--- config.mk ---
export PLATFORM = sky130hd
export DESIGN_NAME = if_fetch
export DESIGN_NICKNAME = d
export VERILOG_FILES = /design/src/rtl/legv8_pkg.sv /design/src/rtl/if_id_reg.sv /design/src/rtl/if_fetch.sv
export SDC_FILE = /design/constraint.sdc
export NUM_CORES = 1
export LEC_CHECK = 0
export CORE_ASPECT_RATIO = 0.8
export CORE_MARGIN = 2
export CORE_UTILIZATION = 46
export DETAILED_ROUTE_END_ITERATION = 6
export PLACE_DENSITY = 0.8
export SLEW_MARGIN = 20
export SYNTH_ARGS = -nofsm -noshare
export SYNTH_HDL_FRONTEND = slang
export SYNTH_SLANG_ARGS = --single-unit
--- constraint.sdc ---
create_clock -name CLK -period 5 [get_ports CLK]
set_input_delay 0.75 -clock CLK [delete_from_list [all_inputs] [get_ports CLK]]
set_output_delay 0.75 -clock CLK [all_outputs]
set_load 0.05 [all_outputs]
--- src/rtl/legv8_pkg.sv ---
// Shared types and constants for the LEGv8 front end.
// Keeps the fetch state encoding and the IF/ID payload layout in one place.
package legv8_pkg;

  localparam logic [63:0] INST_BYTES = 64'd4;

  typedef enum logic {
    RUN  = 1'b0,
    HALT = 1'b1
  } fetch_state_t;

  typedef struct packed {
    logic [63:0] pc;
    logic [31:0] instr;
  } if_id_t;

endpackage

--- src/rtl/if_id_reg.sv ---
// IF/ID pipeline register: holds one {pc, instr} entry plus its valid bit.
// Priority is flush > load > hold; with none of them the entry is consumed.
module if_id_reg
  import legv8_pkg::*;
(
  input  logic        clk,
  input  logic        rst,
  input  logic        load,
  input  logic        flush,
  input  logic        hold,
  input  logic [63:0] load_pc,
  input  logic [31:0] load_instr,
  output logic        valid,
  output logic [63:0] held_pc,
  output logic [31:0] held_instr
);

  if_id_t entry;

  always_ff @(posedge clk) begin
    if (rst) begin
      valid <= 1'b0;
      entry <= '0;
    end else if (flush) begin
      valid <= 1'b0;
    end else if (load) begin
      valid       <= 1'b1;
      entry.pc    <= load_pc;
      entry.instr <= load_instr;
    end else if (!hold) begin
      // Payload is left in place after a drain; only valid qualifies it.
      valid <= 1'b0;
    end
  end

  assign held_pc    = entry.pc;
  assign held_instr = entry.instr;

endmodule

--- src/rtl/if_fetch.sv ---
// LEGv8 instruction-fetch stage: PC, run/halt FSM, redirect and fault handling,
// and a saturating count of instructions handed to decode.
module if_fetch
  import legv8_pkg::*;
#(
  parameter logic [63:0] RESET_PC  = 64'h0,
  parameter logic [63:0] MEM_BYTES = 64'd32
) (
  input  logic        CLK,
  input  logic        RST,
  output logic [63:0] INST_ADDR,
  input  logic [31:0] INSTRUCTION,
  output logic        IF_VALID,
  output logic [63:0] IF_PC,
  output logic [31:0] IF_INSTR,
  input  logic        ID_READY,
  input  logic        BR_TAKEN,
  input  logic [63:0] BR_TARGET,
  output logic        HALTED,
  output logic        FAULT,
  output logic [31:0] FETCH_CNT
);

  fetch_state_t state, next_state;
  logic [63:0]  pc, next_pc;
  logic         fault, next_fault;
  logic [31:0]  fetch_cnt;
  logic [64:0]  pc_end;
  logic         fits, can_load, deliver;
  logic         reg_load, reg_flush, reg_hold;

  // Widened so a PC near 2^64 halts instead of wrapping past the limit.
  assign pc_end   = {1'b0, pc} + {1'b0, INST_BYTES};
  assign fits     = (pc_end <= {1'b0, MEM_BYTES});
  assign can_load = !IF_VALID || ID_READY;
  assign deliver  = IF_VALID && ID_READY && !BR_TAKEN;

  always_ff @(posedge CLK) begin
    if (RST) begin
      state <= RUN;
      pc    <= RESET_PC;
      fault <= 1'b0;
    end else begin
      state <= next_state;
      pc    <= next_pc;
      fault <= next_fault;
    end
  end

  always_comb begin
    next_state = state;
    next_pc    = pc;
    next_fault = fault;
    reg_load   = 1'b0;
    reg_flush  = 1'b0;
    reg_hold   = !ID_READY;
    // Once faulted, redirects are ignored entirely until reset.
    if (BR_TAKEN && !fault) begin
      reg_flush = 1'b1;
      if (BR_TARGET[1:0] == 2'b00) begin
        next_pc    = BR_TARGET;
        next_state = RUN;
      end else begin
        next_fault = 1'b1;
        next_state = HALT;
      end
    end else if (state == RUN && can_load) begin
      if (fits) begin
        reg_load = 1'b1;
        next_pc  = pc + INST_BYTES;
      end else begin
        next_state = HALT;
      end
    end
  end

  always_ff @(posedge CLK) begin
    if (RST) begin
      fetch_cnt <= '0;
    end else if (deliver && fetch_cnt != 32'hFFFF_FFFF) begin
      fetch_cnt <= fetch_cnt + 32'd1;
    end
  end

  if_id_reg u_if_id_reg (
    .clk        (CLK),
    .rst        (RST),
    .load       (reg_load),
    .flush      (reg_flush),
    .hold       (reg_hold),
    .load_pc    (pc),
    .load_instr (INSTRUCTION),
    .valid      (IF_VALID),
    .held_pc    (IF_PC),
    .held_instr (IF_INSTR)
  );

  assign INST_ADDR = pc;
  assign HALTED    = (state == HALT);
  assign FAULT     = fault;
  assign FETCH_CNT = fetch_cnt;

endmodule
## Word level (Yosys, flattened, before mapping)

Cells that the tools add are included.

| word-level totals | value |
|---|---|
| register bits after elaboration | 195 |
| input bits | 100 |
| output and inout bits | 195 |
| word-level logic and storage cells | 49 |

| cells by class | value |
|---|---|
| add/subtract/negate cells | 3 |
| $lt $le $gt $ge | 1 |
| eq/ne operators | 3 |
| muxes and demuxes | 14 |
| bitwise logic cells | 3 |
| reduce and logical (&&, ||, !) cells | 18 |

Operators by type and width:

| cell | count |
|---|---|
| $mux 64 | 4 |
| $add 64x3->65 const B | 1 |
| $le 65x6->1 const B | 1 |
| $add 64x3->64 const B | 1 |
| $add 32x1->32 const B | 1 |
| $ne 32x32->1 const B | 1 |
| $mux 1 | 10 |
| $reduce_and 2->1 | 3 |
| $reduce_bool 2->1 | 3 |
| $logic_and 1x1->1 | 5 |
| $ne 2x1->1 const B | 2 |
| $logic_not 1->1 | 3 |
| $not 1->1 | 3 |
| $reduce_and 3->1 | 1 |
| $logic_not 2->1 | 1 |
| $reduce_or 2->1 | 1 |
| $logic_or 1x1->1 | 1 |

## Longest topological paths before layout

| depth | value |
|---|---|
| depth in word-level cells | 6 |
| depth in mapped cells | 15 |
| depth with buffers taken out | 11 |

## Hierarchy

From an unflattened synthesis, not the netlist that was laid out.

| second synthesis, totals | value |
|---|---|
| cells, all modules | 1231 |
| area, all modules | 10329.9 µm² |

Modules (own cells, without submodules):

| module | instances | cells each | area an instance (µm²) | sequential area each (µm²) |
|---|---|---|---|---|
| if_fetch | 1 | 792 | 5925.7 | 1961.9 |
| if_id_reg | 1 | 439 | 4404.2 | 1941.9 |

## Least setup slack after synthesis

OpenSTA, ideal clock, no wires.

| path | value |
|---|---|
| kind | reg-to-reg |
| start point | reg pc[4] (netlist: INST_ADDR[4]) |
| end point | reg u_if_id_reg.entry (netlist bit u_if_id_reg.held_pc[33]) |
| setup time | 115 ps |
| data arrival time | 4080 ps |
| data required time | 4885 ps |
| slack | 805 ps |
| stages on the path, launching flop included | 16 |
| buffers on the path | 5 |
| clock period less this slack | 4195 ps |
| cells stage by stage | dfxtp_1 -> buf_2 -> nand4_1 -> or4_1 -> buf_2 -> or4_1 -> buf_6 -> o31a_1 -> a2111oi_0 -> and4_1 -> nand4b_4 -> nor2_4 -> nor2_1 -> buf_2 -> buf_6 -> and2_1 |

| on the way | value |
|---|---|
| longest elaborated chain between the ends | 6 |

Ends and longest elaborated chain:

| item | line | text |
|---|---|---|
| start: declaration | if_fetch.sv:25 | `logic [63:0] pc, next_pc;` |
| start signal: assignment | if_fetch.sv:45 | `pc <= next_pc;` |
| $add 64x3->65 | if_fetch.sv:33 | `assign pc_end = {1'b0, pc} + {1'b0, INST_BYTES};` |
| $le 65x6->1 | if_fetch.sv:34 | `assign fits = (pc_end <= {1'b0, MEM_BYTES});` |
| $mux 1 | if_fetch.sv:68 | `if (fits) begin` |
| $mux 1 | if_fetch.sv:67 | `end else if (state == RUN && can_load) begin` |
| $mux 1 | if_fetch.sv:58 | `if (BR_TAKEN && !fault) begin` |
| $reduce_and 2->1 (no source line) | -- |  |
| end: declaration | if_id_reg.sv:18 | `if_id_t entry;` |

No other way between the ends.
A chain may end at the register's enable or synchronous reset.

## Worst setup path after layout

| path | value |
|---|---|
| start point | reg pc[4] (netlist: INST_ADDR[4]) |
| end point | reg pc[17] (netlist: INST_ADDR[17]) |

| on the way | value |
|---|---|
| longest elaborated chain between the ends | 4 |
| elaborated cells on any way between the ends | 8 |
| those cells by class | add/sub: 2; order compare: 1; mux: 3; reduce/logical: 2 |

Ends and longest elaborated chain:

| item | line |
|---|---|
| $add 64x3->65 / $add 64x3->64 (equally long branches) | if_fetch.sv:33, if_fetch.sv:70 |
| $le 65x6->1 / $mux 64 (equally long branches) | if_fetch.sv:34, if_fetch.sv:68 |
| $reduce_bool 2->1 (no source line) / $mux 64 (equally long branches) | -- |
| $reduce_and 3->1 (no source line) / $mux 64 (equally long branches) | -- |

Several ways; a longest one is shown, not always the timed one. The select of a mux whose other input is x is not followed.

==> impl_table.tex <==
\begin{tabular}{lr}
\hline
Metric & Value \\
\hline
\multicolumn{2}{l}{\textbf{Outcome}} \\
Outcome & completed \\
\multicolumn{2}{l}{\textbf{Finish}} \\
Relative area change from synthesis to final layout & 41.36\% \\
Total non-filler cell area in the finished layout & 0.01261 sq mm \\
Net count of the finished layout & 1415 \\
Number of antenna cells inserted & 0 \\
Fraction of final layout cells with drive strength greater than 1 & 5.283\% \\
Finished Layout Cells & 1583 \\
\multicolumn{2}{l}{\textbf{Route}} \\
Total Routed Length & 29.53 mm \\
Via total after detailed routing & 8834 \\
Avg Vias per Cell & 5.581 \\
Mean routed wirelength per cell & 18.65 um \\
Count of nets left with antenna violations after detail routing & 0 \\
DRC marker count from the first detailed-route iteration & 631 \\
Post-route DRC violation count & 0 \\
First-pass iteration count of the detailed router & 5 \\
\multicolumn{2}{l}{\textbf{Synth}} \\
Number of unique standard cell types used by synthesis & 64 \\
Share of synthesized area occupied by flip-flops and latches & 43.78\% \\
Number of warnings issued by yosys & 0 \\
Syn Std Cell Area & 0.008917 sq mm \\
Mapped Cells & 1051 \\
Predominant post-synthesis flop cell & dfxtp\_1 \\
Nets in the synthesized netlist & 1153 \\
Async set-reset flop share out of synthesis & 0\% \\
Mean post-synth cell area & 8.485 sq um \\
Number of register bits inferred by synthesis & 195 \\
Number of enable flip-flop cells after synthesis & 0 \\
\multicolumn{2}{l}{\textbf{Min path}} \\
Type of the worst min-delay path & reg -> reg \\
\multicolumn{2}{l}{\textbf{Floorplan}} \\
Initial cell density of the core & 47.00\% \\
Total Die Area & 0.02052 sq mm \\
Horizontal die dimension & 159.7 um \\
Die boundary height & 128.5 um \\
Row cnt & 45 \\
Boundary pin count & 295 \\
Core area & 0.01897 sq mm \\
\multicolumn{2}{l}{\textbf{Critical path}} \\
Element type at the critical path end & flip-flop \\
Worst setup SP type & flip-flop \\
Critical path's top delay family & simple AND/OR/NAND/NOR gates \\
Peak per-stage delay on the critical path & 0.75 ns \\
Critical-path top delay cell & or4\_1 \\
CP max FO & 21 \\
Buffers plus inverters on the worst setup path & 0 \\
Crit path required time & 5.35 ns \\
Most common cell on crit path & or4\_1 \\
Worst-path cell chain & nand4\_1 > or4\_1 > or4\_1 > nor3\_1 > nand3\_1 > a211oi\_1 > nand4b\_4 > o21ai\_2 > nand2b\_1 > o21ai\_0 \\
Critical path start-end classification & reg -> reg \\
Critical path data arrival time & 4.92 ns \\
\multicolumn{2}{l}{\textbf{Power and ir drop}} \\
Overall power & 3.578 mW \\
Power per Cell Area & 283.9 mW/mm\^{}2 \\
Leakage power & 4.249 nW \\
Worst voltage drop across the vdd grid & 0.2029 mV \\
\multicolumn{2}{l}{\textbf{Clock tree}} \\
Clock latency on the worst-skew pair & 0.43 ns \\
Number of CTS-inserted buffers & 17 \\
Post-CTS Repair Setup Buffers & 0 \\
CTS tree & built \\
H-tree lvl count & 4 \\
Clock tree root buffer cell & clkbuf\_16 \\
Count of clock tree sinks & 195 \\
CTS Hold Buffers Added & 0 \\
Post-CTS clock slew at the launch and capture registers of the worst setup and hold paths & 0.08 ns \\
Maximum number of buffers from clock root to sink & 2 \\
PostCTS Resize Cnt & 0 \\
\multicolumn{2}{l}{\textbf{Timing}} \\
Maximum clock skew at final layout & 0.01322 ns \\
Final max-slew violation count & 0 \\
Final hold violation count & 0 \\
Setup violators final & 0 \\
Total Negative Setup Slacks & 0 ns \\
Time the final worst path needs with I/O delays and setup & 4.573 ns \\
Max-slew headroom & 38.22\% \\
Share of the clock period used by the worst path after layout & 91.46\% \\
Max Clock Freq & 0.2187 GHz \\
Actual transition at the worst max-transition pin & 0.9267 ns \\
Setup repair after global routing missed its margin & false \\
PnR worst setup slack & 0.4272 ns \\
\multicolumn{2}{l}{\textbf{Global routing}} \\
Vias in the first global route & 8040 \\
Wire length of the first global-routing pass & 45.13 mm \\
Maximum number of pins on one net before global-route repair & 84 \\
Global-route congestion overflow total & 0 \\
Global Route Usage Sum & 27.73\% \\
Number of antenna violations at the first check in global routing & 0 \\
\multicolumn{2}{l}{\textbf{Placed design}} \\
Half-perimeter wire length after placement & 21.34 mm \\
Area after DPL & 0.01201 sq mm \\
RePlAce Congestion & 1.015 \\
Count of placed standard cells including taps & 1552 \\
Port-buffer cells & 294 \\
Dpl ws & 0.5216 ns \\
\multicolumn{2}{l}{\textbf{Flow run}} \\
Number of maximum-capacitance constraint violations & 0 \\
\hline
\end{tabular}
worst reg2reg max path, stage by stage (launching register included):
cell	delay [ns]
dfxtp_1	0.50
nand4_1	0.28
or4_1	0.65
or4_1	0.75
nor3_1	0.24
nand3_1	0.12
a211oi_1	0.63
nand4b_4	0.24
o21ai_2	0.20
nand2b_1	0.53
o21ai_0	0.35
placed cells by master (no fill, tap or decap), types with 3 or more instances in the layout:
cell type	synthesis	routed
a2111oi_0	3	3
a211o_1	6	6
a211oi_1	14	14
a21oi_1	51	51
a22oi_1	6	6
a311oi_1	3	3
a31oi_1	6	6
and2_1	68	68
and3_1	11	11
and4_1	9	9
buf_4	5	19
clkbuf_16	0	17
clkdlybuf4s50_1	0	293
clkinvlp_4	0	3
dfxtp_1	195	195
inv_1	6	6
inv_8	0	5
mux2i_1	51	51
nand2_1	118	118
nand2b_1	6	6
nand3_1	40	40
nand4_1	38	38
nor2_1	118	115
nor2_2	0	3
nor2b_1	5	4
nor3_1	35	35
nor4_1	22	22
nor4b_1	8	8
o21a_1	3	3
o21ai_0	30	30
o21ai_1	7	7
o31ai_1	3	3
or2_2	7	7
or3_1	13	13
or4_1	10	10
xnor2_1	30	30
xor2_1	26	26
synth_stat cells (all sizes together) (7+ instances only):
cell type	instances	share of area [%]
a21oi	51	2.9
clkbuf	47	2.0
buf	23	1.8
and4	9	0.88
nor4	23	1.7
mux2i	51	5.7
nor2	119	5.1
nor3	35	2.0
nand2	118	5.0
and2	68	4.8
nor4b	9	0.95
xnor2	30	2.9
o21ai	38	2.2
or3	13	0.91
a211oi	14	1.2
or4	10	0.84
or2	7	0.49
and3	11	0.77
xor2	26	2.6
nand3	41	2.4
nand4	38	2.7
dfxtp	195	44
routing by layer:
| metal | global-route usage, % | vias to the layer above | part of all wire, % |
|---|---|---|---|
| met4 | 7.059 | 0 | 2.0 |
| met1 | 37.76 | 4117 | 44 |
| met2 | 41.81 | 431 | 44 |
| met5 | 0 | - | 0 |
| met3 | 10.22 | 57 | 10 |
| li1 | - | 4229 | - |
path summary, 6_finish.rpt:
check,start,endpoint,slack [ns],depth (start not counted)
hold reg to reg,u_if_id_reg.held_pc[16],u_if_id_reg.held_pc[16],0.46,1
setup / recovery,INST_ADDR[4],INST_ADDR[17],0.43,10
hold / removal,u_if_id_reg.held_pc[16],u_if_id_reg.held_pc[16],0.46,1
setup reg to reg,INST_ADDR[4],INST_ADDR[17],0.43,10
cell type report:
cell class                      count  area [sq um]
Sequential cell                   195          3904
Timing Repair Buffer              313          3095
Clock buffer                       17         425.4
Fill cell                        1579          6369
Clock inverter                     14         167.7
Tap cell                          258         322.8
Inverter                            6         22.52
Multi-Input combinational cell    780          4668
cells by family (layout without fill, tap and decap cells):
kind of cell	Yosys count	count (layout)	synth area share [%]
AO/OA/AOI/OAI	151	151	10.58
XOR/XNOR	56	56	5.500
adder cells (fa/ha/maj)	2	2	0.2806
buffers and inverters	76	350	4.041
flip-flops	195	195	43.78
multiplexers	52	52	5.851
AND/OR/NAND/NOR	519	519	29.97
state kept, by name, summed over array words and instances (netlist names):
register / flops
FETCH_CNT: 32
FAULT: 1
u_if_id_reg.valid: 1
u_if_id_reg.held_instr: 32
u_if_id_reg.held_pc: 64
INST_ADDR: 64
HALTED: 1
metrics by stage:
stage | utilization (%) | hold slack, ns
global placement | 63.30 | 0.4411
detailed placement | 63.30 | 0.4426
floorplan | - | 0.7076
finish | 66.44 | 0.4611
global route | 66.44 | 0.4747
CTS | 66.42 | 0.4625
report_power, final:
part	leakage [nW]	switching [mW]	total, mW	internal [mW]
Clock	0.281	0.672	1.39	0.714
Combinational	2.39	0.320	0.543	0.223
Sequential	1.57	0.0600	1.65	1.59
Total	4.25	1.05	3.58	2.53
No activity file was read; power rests on OpenSTA's default activity.
